### config.mk
export PLATFORM = sky130hd
export DESIGN_NAME = speed_clock_gen
export DESIGN_NICKNAME = d
export VERILOG_FILES = /design/src/rtl/speed_clock_gen_pkg.sv /design/src/rtl/speed_clock_gen_freq_div.sv /design/src/rtl/speed_clock_gen.sv
export SDC_FILE = /design/constraint.sdc
export NUM_CORES = 1
export LEC_CHECK = 0
export CAP_MARGIN = 25
export CORE_MARGIN = 3
export CORE_UTILIZATION = 50
export CTS_BUF_LIST = sky130_fd_sc_hd__clkbuf_4 sky130_fd_sc_hd__clkbuf_8
export DETAILED_ROUTE_END_ITERATION = 6
export HOLD_SLACK_MARGIN = 0.15
export PLACE_DENSITY_LB_ADDON = 0.08
export SLEW_MARGIN = 0
export SYNTH_ARGS = -nofsm -noshare
export SYNTH_HDL_FRONTEND = slang
export SYNTH_HIERARCHICAL = 1
export SYNTH_SLANG_ARGS = --single-unit
### constraint.sdc
create_clock -name clk -period 3.4 [get_ports clk]
set_input_delay 0.68 -clock clk [delete_from_list [all_inputs] [get_ports clk]]
set_output_delay 0.68 -clock clk [all_outputs]
set_load 0.01 [all_outputs]
### src/rtl/speed_clock_gen_pkg.sv
// Shared constants and helpers for the speed-select clock path.
// The downstream clock selector uses the same SPEED_* encoding.
package speed_clock_gen_pkg;

    localparam logic SPEED_FAST = 1'b0;
    localparam logic SPEED_SLOW = 1'b1;

    // Half-period, in board-clock cycles, of a square wave at hz.
    function automatic int half_period(input int clk_freq, input int hz);
        return clk_freq / (2 * hz);
    endfunction

    // Bits needed for a counter that runs from 0 to n-1.
    function automatic int cnt_width(input int n);
        return (n <= 2) ? 1 : $clog2(n);
    endfunction

endpackage

### src/rtl/speed_clock_gen_freq_div.sv
// Square-wave divider: the output toggles every HALF cycles.
// The tick strobe is registered so that it lines up with the rising output edge.
module freq_div
    import speed_clock_gen_pkg::*;
#(
    parameter int HALF = 10
) (
    input  logic clk,
    input  logic rst,
    output logic clk_out,
    output logic tick
);

    localparam int W = cnt_width(HALF);
    localparam logic [W-1:0] LAST = W'(HALF - 1);

    logic [W-1:0] cnt_q, cnt_d;
    logic         out_q, out_d;
    logic         tick_q, tick_d;
    logic         wrap;

    always_comb begin
        wrap   = (cnt_q == LAST);
        cnt_d  = wrap ? '0 : cnt_q + W'(1);
        out_d  = wrap ? ~out_q : out_q;
        tick_d = wrap && !out_q;
    end

    always_ff @(posedge clk) begin
        if (rst) begin
            cnt_q  <= '0;
            out_q  <= 1'b0;
            tick_q <= 1'b0;
        end else begin
            cnt_q  <= cnt_d;
            out_q  <= out_d;
            tick_q <= tick_d;
        end
    end

    assign clk_out = out_q;
    assign tick    = tick_q;

endmodule

### src/rtl/speed_clock_gen.sv
// Derives the fast and slow square waves and owns the speed mode bit,
// which toggles on each debounced press of btn_speed.
module speed_clock_gen
    import speed_clock_gen_pkg::*;
#(
    parameter int CLK_FREQ   = 100_000_000,
    parameter int FAST_HZ    = 10,
    parameter int SLOW_HZ    = 1,
    parameter int DEB_CYCLES = 1_000_000
) (
    input  logic clk,
    input  logic rst,
    input  logic btn_speed,
    output logic clk_10hz,
    output logic clk_1hz,
    output logic tick_10hz,
    output logic tick_1hz,
    output logic speed
);

    localparam int HALF_FAST = half_period(CLK_FREQ, FAST_HZ);
    localparam int HALF_SLOW = half_period(CLK_FREQ, SLOW_HZ);
    localparam int DW        = cnt_width(DEB_CYCLES);
    localparam logic [DW-1:0] DEB_LAST = DW'(DEB_CYCLES - 1);

    if (CLK_FREQ % (2 * FAST_HZ) != 0) begin : g_chk_clk
        $error("CLK_FREQ must be divisible by 2*FAST_HZ");
    end
    if (FAST_HZ % SLOW_HZ != 0) begin : g_chk_ratio
        $error("FAST_HZ must be divisible by SLOW_HZ");
    end
    if (FAST_HZ <= SLOW_HZ) begin : g_chk_order
        $error("FAST_HZ must exceed SLOW_HZ");
    end

    // Both dividers share reset, so every slow edge lands on a fast edge.
    freq_div #(.HALF(HALF_FAST)) u_div_fast (
        .clk     (clk),
        .rst     (rst),
        .clk_out (clk_10hz),
        .tick    (tick_10hz)
    );

    freq_div #(.HALF(HALF_SLOW)) u_div_slow (
        .clk     (clk),
        .rst     (rst),
        .clk_out (clk_1hz),
        .tick    (tick_1hz)
    );

    logic          s1_q, s2_q;
    logic          db_q, db_d;
    logic [DW-1:0] dcnt_q, dcnt_d;
    logic          speed_q, speed_d;

    // A new level is accepted only after DEB_CYCLES consecutive agreeing samples.
    always_comb begin
        db_d    = db_q;
        dcnt_d  = dcnt_q + DW'(1);
        speed_d = speed_q;
        if (s2_q == db_q) begin
            dcnt_d = '0;
        end else if (dcnt_q == DEB_LAST) begin
            db_d   = s2_q;
            dcnt_d = '0;
            if (s2_q) begin
                speed_d = ~speed_q;
            end
        end
    end

    always_ff @(posedge clk) begin
        if (rst) begin
            s1_q    <= 1'b0;
            s2_q    <= 1'b0;
            db_q    <= 1'b0;
            dcnt_q  <= '0;
            speed_q <= SPEED_FAST;
        end else begin
            s1_q    <= btn_speed;
            s2_q    <= s1_q;
            db_q    <= db_d;
            dcnt_q  <= dcnt_d;
            speed_q <= speed_d;
        end
    end

    assign speed = speed_q;

endmodule

==> impl_metrics.tcl, run 1 <==
set metrics [dict create \
    ir_drop_v 0.0003465 \
    path_buf_inv 1 \
    yosysTopAreaCell "dfxtp_1" \
    fin_util_pct 58.39 \
    power_density_nw_per_um2 422.0 \
    area_growth_pct 9.368 \
    fp.dieW_um 89.98 \
    postSynthCellCount 402 \
    cp-startpoint "u_div_slow/cnt_q[13]" \
    critPathLaunchType "flip-flop" \
    yosysWarnings 6 \
    relSlewSlack_pct 72.86 \
    portBuffers 7 \
    drive_gt1_share_pct 8.916 \
    min_path_cells 1 \
    syn_avg_cell_area_sq_um 8.771 \
    wire_per_inst_um 13.21 \
    r2r_start "u_div_slow/cnt_q[13]" \
    yosys-top-cells-count "77 x dfxtp_1, 46 x nor2_1, 30 x nand2_1, 29 x a21oi_1, 23 x nand3_1" \
    slowest_delay_ns 0.76 \
    numCtsBuffers 9 \
    clkSinkCount 77 \
    r2r.worst_path.cells 5 \
    synthFlopType "dfxtp_1" \
    worst_slew_pin_slew_ns 0.4060 \
    yosysMostFrequentCell "dfxtp_1" \
    cts_max_level 3 \
    dr.pass1.iters 4 \
    fmax_mhz 443.1 \
    largest_register_ffs 26 \
    reg_top3 "u_div_slow/cnt_q (26), u_div_fast/cnt_q (23), dcnt_q (20)" \
    yosysUniqueCellTypes 41 \
    crit_chain "nand3_1 -> or4_2 -> o21bai_2 -> buf_4 -> nor2_1" \
    vias 2836 \
    finish.net_count 418 \
    cts_setup_buffers 0 \
    outcome "complete, no violations" \
    design.core.area_sq_um 6604 \
    drc 0 \
    rsz0062_at_grt "false" \
    finalSetupTns_ns 0 \
    critPathCaptureType "flip-flop" \
    rows 29 \
    cap_violations 0 \
    dpl-instance-area_sq_um 3667 \
    hp-class "flip-flop to flip-flop" \
    min_period_ns 2.257 \
    placed_cells 493 \
    fin_crit_sh_pct 66.38 \
    hold_violations 0 \
    cts-root-buf "clkbuf_8" \
    final_area_sq_um 3856 \
    cp.arrival_ns 2.48 \
    fp.dieH_um 89.98 \
    grt_usage_pct 17.11 \
    total_power_mw 1.627 \
    critPathSlowestCell "or4_2" \
    ys_ff_latch 77 \
    cts_tree "yes" \
    vias_per_cell 5.583 \
    synth_edf_count 0 \
    fillers 617 \
    setup_slack_ns 1.143 \
    finClkSkew_ns 0.009263 \
    synth_area_leaders "dfxtp_1 44%, xnor2_1 5.2%, nor2_1 4.9%, a21oi_1 4.1%, xor2_1 3.7%" \
    grt_pass1_vias 2554 \
    wl_um 6713 \
    setup_viol 0 \
    slew_viol_final 0 \
    cts_resized 0 \
    yosysTopAreaCellShare_pct 43.72 \
    n_antenna_cell 0 \
    cp_max_fo 20 \
    seq_area_frac_synth_pct 43.72 \
    antenna_found_initial 0 \
    fin_hold_ws_ns 0.4450 \
    grt_max_degree 24 \
    dieArea_sq_um 8096 \
    place_ws_ns 1.179 \
    p_leak_nw 1.188 \
    gp_congestion 0.7763 \
    fin_cells 508 \
    grt_pass1_wl_um 11640 \
    critPathKind "flip-flop to flip-flop" \
    grt_overflow 0 \
    largest-register "u_div_slow/cnt_q" \
    hold_buffers 0 \
    path_clk_slew_ns 0.07 \
    drt_iter0_markers 211 \
    r2r_slack_ns 1.14 \
    r2r-end "u_div_slow/cnt_q[7]" \
    critPathRequiredTime_ns 3.62 \
    ios 8 \
    start_util_pct 53.39 \
    drtAntennaViolNets 0 \
    min_to "s2_q" \
    syn_nets 409 \
    syn_area_sq_um 3526 \
    min_from "s1_q" \
    dpl.hpwl_um 4614 \
    synthArstFlopShare_pct 0 \
    clk_path_buf_depth 2 \
    critPathTopFamily "simple AND/OR/NAND/NOR gates" \
    worstSkewPairLatency_ns 0.34 \
]
where the power goes:
| part | switching (mW) | internal, mW |
|---|---|---|
| clock network | 0.309 | 0.368 |
| logic | 0.0208 | 0.0127 |
| registers | 0.00817 | 0.909 |
worst max path at each step:
stage                      endpoint  slack, ns  cells past startpoint
2_1_floorplan  u_div_slow/cnt_q[24]       1.39                      6
3_3_place_gp   u_div_slow/cnt_q[11]       1.23                      5
3_5_place_dp    u_div_slow/cnt_q[8]       1.18                      5
4_1_cts         u_div_slow/cnt_q[8]       1.18                      5
5_1_grt         u_div_slow/cnt_q[5]       0.97                      5
6_report        u_div_slow/cnt_q[7]       1.14                      5
cell usage in the layout (no fill, tap or decap), types with 15 or more instances in the layout:
cell type,instances
o21ai_0,18
or4_1,17
xnor2_1,21
dfxtp_1,77
xor2_1,15
nand3_1,23
nor2_1,46
a21oi_1,29
or3_1,15
nand2_1,30
cell families after synthesis:
group	share of synthesized area [%]
AOI/OAI and AO/OA	10.61
xor gates and xnor gates	8.943
adders and majority gates	1.420
buffers and inverters	3.087
DFF	43.72
and+or+nand+nor	32.22
layer usage:
metal,vias to the layer above,share of wire [%],track usage (%)
met1,1308,51,23.45
met4,0,1.0,6.888
met2,33,45,26.13
met5,-,0,0
met3,9,2.6,3.923
li1,1486,-,-
worst reg2reg max path: cells and delay by family, from the launching register on:
kind | cells | cell delay (ns)
flip-flops | 1 | 0.39
buffers and inverters | 1 | 0.31
AO/OA/AOI/OAI | 1 | 0.26
AND/OR/NAND/NOR | 3 | 1.17
cell type report:
cell class                      instances  area (sq um)  area share [%]
Clock buffer                           13         153.9           3.991
Sequential cell                        77          1541           39.97
Tap cell                               93         116.4           3.018
Multi-Input combinational cell        303          1876           48.64
Clock inverter                          2         35.03          0.9085
Inverter                                9         33.78          0.8761
Timing Repair Buffer                   11         100.1           2.596
Note: power is estimated with default switching activity, not from simulation.
==> run 2: changes to the inputs <==
==> constraint.sdc (replaced) <==
create_clock -name clk -period 2.15 [get_ports clk]
set_input_delay 0.43 -clock clk [delete_from_list [all_inputs] [get_ports clk]]
set_output_delay 0.43 -clock clk [all_outputs]
set_load 0.01 [all_outputs]
==> impl_metrics.tcl, run 2 (synthesized netlist as in run 1, its figures left out) <==
set metrics [dict create \
    grt_overflow 0 \
    share_seq_of_total_power_pct 52.4 \
    fin_cells 520 \
    clkSinkCount 77 \
    critPathCaptureType "flip-flop" \
    grt_usage_pct 17.48 \
    area_growth_pct 13.63 \
    vias_per_cell 5.565 \
    critPathLaunchType "flip-flop" \
    largest_register_ffs 26 \
    worst_slew_pin_slew_ns 0.4237 \
    hold_buffers 0 \
    clk_path_buf_depth 2 \
    hp-class "flip-flop to flip-flop" \
    wire_per_inst_um 13.00 \
    worstSkewPairLatency_ns 0.34 \
    p_int_mw 2.210 \
    rsz0062_at_grt "false" \
    ios 8 \
    fp.dieH_um 89.98 \
    cts_setup_buffers 0 \
    cap_violations 0 \
    critPathSlowestCell "or4_2" \
    reg_top3 "u_div_slow/cnt_q (26), u_div_fast/cnt_q (23), dcnt_q (20)" \
    cts_resized 0 \
    final_common_cell "dfxtp_1" \
    hold_violations 0 \
    finClkSkew_ns 0.009694 \
    setup_viol 0 \
    dieArea_sq_um 8096 \
    placed_cells 504 \
    dr.pass1.iters 4 \
    p_leak_nw 1.258 \
    largest-register "u_div_slow/cnt_q" \
    grt_pass1_wl_um 11760 \
    numCtsBuffers 9 \
    drt_iter0_markers 139 \
    path_buf_inv 1 \
    r2r.worst_path.cells 6 \
    critPathRequiredTime_ns 2.38 \
    total_power_mw 2.763 \
    gp_congestion 0.7966 \
    fin_util_pct 60.67 \
    outcome "complete, no violations" \
    start_util_pct 53.39 \
    fillers 595 \
    wl_um 6762 \
    ir_drop_v 0.0005251 \
    slew_viol_final 0 \
    min_period_ns 2.013 \
    cp.depth 6 \
    finish.net_count 429 \
    n_antenna_cell 0 \
    cp.arrival_ns 2.24 \
    switching_share_pct 20.00 \
    crit_chain "ha_2 -> nand4_2 -> or4_2 -> o21bai_4 -> buf_12 -> a21oi_1" \
    dpl.hpwl_um 4845 \
    fin_hold_ws_ns 0.4575 \
    design.core.area_sq_um 6604 \
    p_clk_share_pct 45.2 \
    rows 29 \
    finalSetupTns_ns 0 \
    critPathKind "flip-flop to flip-flop" \
    critPathTopFamily "simple AND/OR/NAND/NOR gates" \
    cts_tree "yes" \
    path_clk_slew_ns 0.07 \
    slowest_delay_ns 0.74 \
    vias 2894 \
    final_cell_mix "77 x dfxtp_1, 46 x nor2_1, 30 x nand2_1" \
    fmax_mhz 496.7 \
    cts_max_level 3 \
    switchingPower_uw 552.7 \
    power_density_nw_per_um2 689.6 \
    drc 0 \
    portBuffers 7 \
    grt_pass1_vias 2604 \
    relSlewSlack_pct 71.66 \
    p_comb_share_pct 2.4 \
    fin_crit_sh_pct 93.65 \
    drive_gt1_share_pct 11.71 \
    min_path_cells 1 \
    drtAntennaViolNets 0 \
    antenna_found_initial 0 \
    grt_max_degree 21 \
    cp_max_fo 20 \
    fp.dieW_um 89.98 \
    cts-root-buf "clkbuf_8" \
]
-- run 2: layout make-up --
cell class	count	area, sq um	share of cell area, %
timing repair buffer	22	195.2	4.872
multi-input combinational	303	1886	47.06
clock inverter	3	67.56	1.686
inverter	9	33.78	0.8432
sequential	77	1541	38.48
tap	93	116.4	2.904
clock buffer	13	166.4	4.154
-- run 2: power groups by stage --
stage	combinational (mW)	clock, mW	sequential [mW]
2_1_floorplan	0.0358	0	1.48
3_3_place_gp	0.0641	0	1.48
3_5_place_dp	0.0648	0	1.48
4_1_cts	0.0652	1.29	1.45
5_1_grt	0.0736	1.35	1.45
6_report	0.0659	1.25	1.45
-- run 2: final timing paths --
check	start	to	slack [ns]
max	u_div_slow/cnt_q[0]	u_div_slow/cnt_q[14]	0.14
min	u_div_slow/cnt_q[0]	u_div_slow/cnt_q[0]	0.46
max reg2reg	u_div_slow/cnt_q[0]	u_div_slow/cnt_q[14]	0.14
min reg2reg	u_div_slow/cnt_q[0]	u_div_slow/cnt_q[0]	0.46
-- run 2: per-layer routing --
| metal | track usage [%] | up-vias | routed length (um) |
|---|---|---|---|
| li1 | - | 1505 | - |
| met1 | 22.56 | 1343 | 3334 |
| met5 | 0 | - | 0 |
| met2 | 28.20 | 39 | 3097 |
| met4 | 4.974 | 0 | 72 |
| met3 | 5.593 | 7 | 258 |
-- run 2: worst register-to-register path, delay by kind of cell, from the launching register on --
kind	cells	cell delay, ns
simple gates	2	0.87
flops	1	0.37
compound gates	2	0.25
fa+ha+maj	1	0.23
buf+inv	1	0.18
-- run 2: per-stage QoR --
| step | setup WS [ns] | area (sq um) |
|---|---|---|
| 6_report | 0.1365 | 4006 |
| 2_1_floorplan | 0.1448 | 3526 |
| 5_1_grt | 0.006323 | 4006 |
| 3_3_place_gp | 0.1279 | 3762 |
| 4_1_cts | 0.05526 | 3996 |
| 3_5_place_dp | 0.07344 | 3762 |
==> run 3: changes to the inputs <==
--- a/config.mk
+++ b/config.mk
@@ -5,7 +5,7 @@
 export SDC_FILE = /design/constraint.sdc
 export NUM_CORES = 1
 export LEC_CHECK = 0
-export CAP_MARGIN = 25
+export CAP_MARGIN = 15
 export CORE_MARGIN = 3
 export CORE_UTILIZATION = 50
 export CTS_BUF_LIST = sky130_fd_sc_hd__clkbuf_4 sky130_fd_sc_hd__clkbuf_8
@@ -15,5 +15,4 @@
 export SLEW_MARGIN = 0
 export SYNTH_ARGS = -nofsm -noshare
 export SYNTH_HDL_FRONTEND = slang
-export SYNTH_HIERARCHICAL = 1
 export SYNTH_SLANG_ARGS = --single-unit
==> impl_metrics.tcl, run 3 <==
set metrics [dict create \
    outcome "complete, no violations" \
    fin_crit_sh_pct 95.61 \
    grt_usage_pct 18.21 \
    min_from "u_div_slow.cnt_q[0]" \
    reg_top3 "u_div_slow.cnt_q (26), u_div_fast.cnt_q (23), dcnt_q (20)" \
    share_seq_of_total_power_pct 55.8 \
    drc 0 \
    synth_area_leaders "dfxtp_1 44%, xnor2_1 5.8%, nor2_1 5.2%, a21oi_1 4.5%, or4_1 4.3%" \
    total_power_mw 2.592 \
    grt_pass1_vias 2627 \
    dr.pass1.iters 4 \
    final_common_cell "dfxtp_1" \
    cap_violations 0 \
    seq_area_frac_synth_pct 44.46 \
    cts_max_level 3 \
    rsz0062_at_grt "false" \
    ys_ff_latch 77 \
    design.core.area_sq_um 6531 \
    cp_max_fo 5 \
    grt_overflow 0 \
    slew_viol_final 0 \
    area_growth_pct 12.23 \
    yosysMostFrequentCell "dfxtp_1" \
    cts_tree "yes" \
    r2r-end "u_div_slow.clk_out" \
    drt_iter0_markers 91 \
    hp-class "flip-flop to flip-flop" \
    switchingPower_uw 557.9 \
    r2r_slack_ns 0.09 \
    relSlewSlack_pct 70.86 \
    placed_cells 485 \
    clk_path_buf_depth 2 \
    synth-adder-area-share_pct 1.444 \
    cts_resized 0 \
    worst_slew_pin_slew_ns 0.4330 \
    syn_avg_cell_area_sq_um 8.689 \
    largest-register "u_div_slow.cnt_q" \
    synth_compound_area_share_pct 11.40 \
    vias_per_cell 5.766 \
    numCtsBuffers 9 \
    ir_drop_v 0.0005103 \
    min_to "u_div_slow.cnt_q[0]" \
    synthArstFlopShare_pct 0 \
    critPathRequiredTime_ns 2.43 \
    grt_use_met2_pct 28.60 \
    critPathLaunchType "flip-flop" \
    grt_use_met1_pct 23.43 \
    fp.dieH_um 89.27 \
    power_density_nw_per_um2 666.1 \
    start_util_pct 53.08 \
    setup_viol 0 \
    gp_congestion 0.8210 \
    drtAntennaViolNets 0 \
    critPathCaptureType "flip-flop" \
    cts_setup_buffers 0 \
    yosys-top-cells-count "77 x dfxtp_1, 48 x nor2_1, 31 x a21oi_1, 27 x nand3_1, 23 x xnor2_1" \
    drive_gt1_share_pct 8.274 \
    yosysTopAreaCellShare_pct 44.46 \
    synthFlopType "dfxtp_1" \
    portBuffers 7 \
    fillers 589 \
    syn_area_sq_um 3467 \
    synth_edf_count 0 \
    switching_share_pct 21.53 \
    yosysWarnings 0 \
    finalSetupTns_ns 0 \
    ios 8 \
    synth_xor_area_share_pct 8.842 \
    vias 2883 \
    grt_pass1_wl_um 11460 \
    min_path_cells 1 \
    synth_top_family_by_area "simple AND/OR/NAND/NOR gates" \
    rows 29 \
    path_clk_slew_ns 0.07 \
    n_antenna_cell 0 \
    p_leak_nw 1.159 \
    fmax_mhz 486.5 \
    cts-root-buf "clkbuf_8" \
    finish.net_count 426 \
    fp.dieW_um 89.27 \
    hold_buffers 0 \
    worstSkewPairLatency_ns 0.35 \
    grt_max_degree 27 \
    slowest_delay_ns 0.58 \
    busiest_layer "met2" \
    syn_nets 406 \
    dpl.hpwl_um 4662 \
    synthMuxAreaShare_pct 0 \
    p_int_mw 2.034 \
    p_clk_share_pct 42.0 \
    r2r_start "u_div_slow.cnt_q[9]" \
    min_period_ns 2.056 \
    critPathSlowestCell "or4_4" \
    wl_um 6781 \
    finClkSkew_ns 0.007479 \
    hold_violations 0 \
    largest_register_ffs 26 \
    postSynthCellCount 399 \
    use_met3_pct 4.608 \
    clkSinkCount 77 \
    cp.arrival_ns 2.34 \
    synth-simple-area-share_pct 30.67 \
    antenna_found_initial 0 \
    critPathKind "flip-flop to flip-flop" \
    fin_cells 500 \
    p_comb_share_pct 2.2 \
    wire_per_inst_um 13.56 \
    crit_chain "or4b_1 -> or4_4 -> or3_1 -> a21oi_1" \
    final_cell_mix "77 x dfxtp_1, 48 x nor2_1, 31 x a21oi_1" \
    r2r.worst_path.cells 4 \
    yosysTopAreaCell "dfxtp_1" \
    dieArea_sq_um 7969 \
    yosysUniqueCellTypes 36 \
]
-- run 3: changes by cell type after synthesis, sizes merged, moves of 3 or more --
cell	before	now
nand3	23	28
or3	17	13
buf	6	3
xor2	15	12
nand2	30	18
o21ai	19	15
o31ai	13	16
nor3	9	6
nand4	15	18
inv	9	15
-- run 3: critical path: cells and delay by family, from the launching register on --
kind / cells / cell delay, ns
simple gates: 3 / 1.49
flops: 1 / 0.36
compound gates: 1 / 0.14
-- run 3: layout make-up --
cell class	count	area [sq um]	share of cell area, %
well taps	77	96.34	2.476
flip-flops and latches	77	1541	39.61
multi-input cells	295	1815	46.66
clock buffers	11	145.1	3.730
inverters	15	56.30	1.447
clock inverters	4	48.80	1.254
repair buffers	21	187.7	4.823
-- run 3: worst max path at each step --
stage,slack (ns),endpoint,start
after floorplan,0.13,u_div_slow.cnt_q[24],u_div_slow.cnt_q[0]
after global placement,0.18,u_div_slow.cnt_q[22],u_div_slow.cnt_q[0]
after detailed placement,0.13,u_div_slow.clk_out,u_div_slow.cnt_q[9]
after CTS,0.10,u_div_slow.clk_out,u_div_slow.cnt_q[9]
after global routing,0.003,u_div_slow.cnt_q[24],u_div_slow.cnt_q[0]
final,0.09,u_div_slow.clk_out,u_div_slow.cnt_q[9]
-- run 3: power by group through the flow --
| stage | Clock [mW] | Combinational, mW | Sequential [mW] |
|---|---|---|---|
| final | 1.09 | 0.0560 | 1.45 |
| after global routing | 1.18 | 0.0634 | 1.45 |
| after CTS | 1.12 | 0.0571 | 1.45 |
| after detailed placement | 0 | 0.0567 | 1.48 |
| after global placement | 0 | 0.0566 | 1.48 |
| after floorplan | 0 | 0.0379 | 1.48 |
-- run 3: routing by layer --
layer / part of all wire, % / up-vias
met1: 50 / 1335
met5: 0 / -
met3: 3.1 / 14
li1: - / 1496
met2: 44 / 38
met4: 2.4 / 0
-- run 3: per-stage QoR --
stage / util [%] / setup slack (ns) / area, sq um / hold slack, ns
floorplan: - / 0.1336 / 3467 / 0.4138
global placement: 56.61 / 0.1782 / 3697 / 0.4165
detailed placement: 56.61 / 0.1253 / 3697 / 0.4525
CTS: 59.58 / 0.1042 / 3891 / 0.4622
global route: 59.58 / 0.003298 / 3891 / 0.4716
finish: 59.58 / 0.09448 / 3891 / 0.4629
-- run 3: cells by family after synthesis --
family,Yosys count
and+or+nand+nor,190
buffers and inverters,27
adders and majority gates,4
AOI/OAI and AO/OA,66
DFF,77
xor gates and xnor gates,35
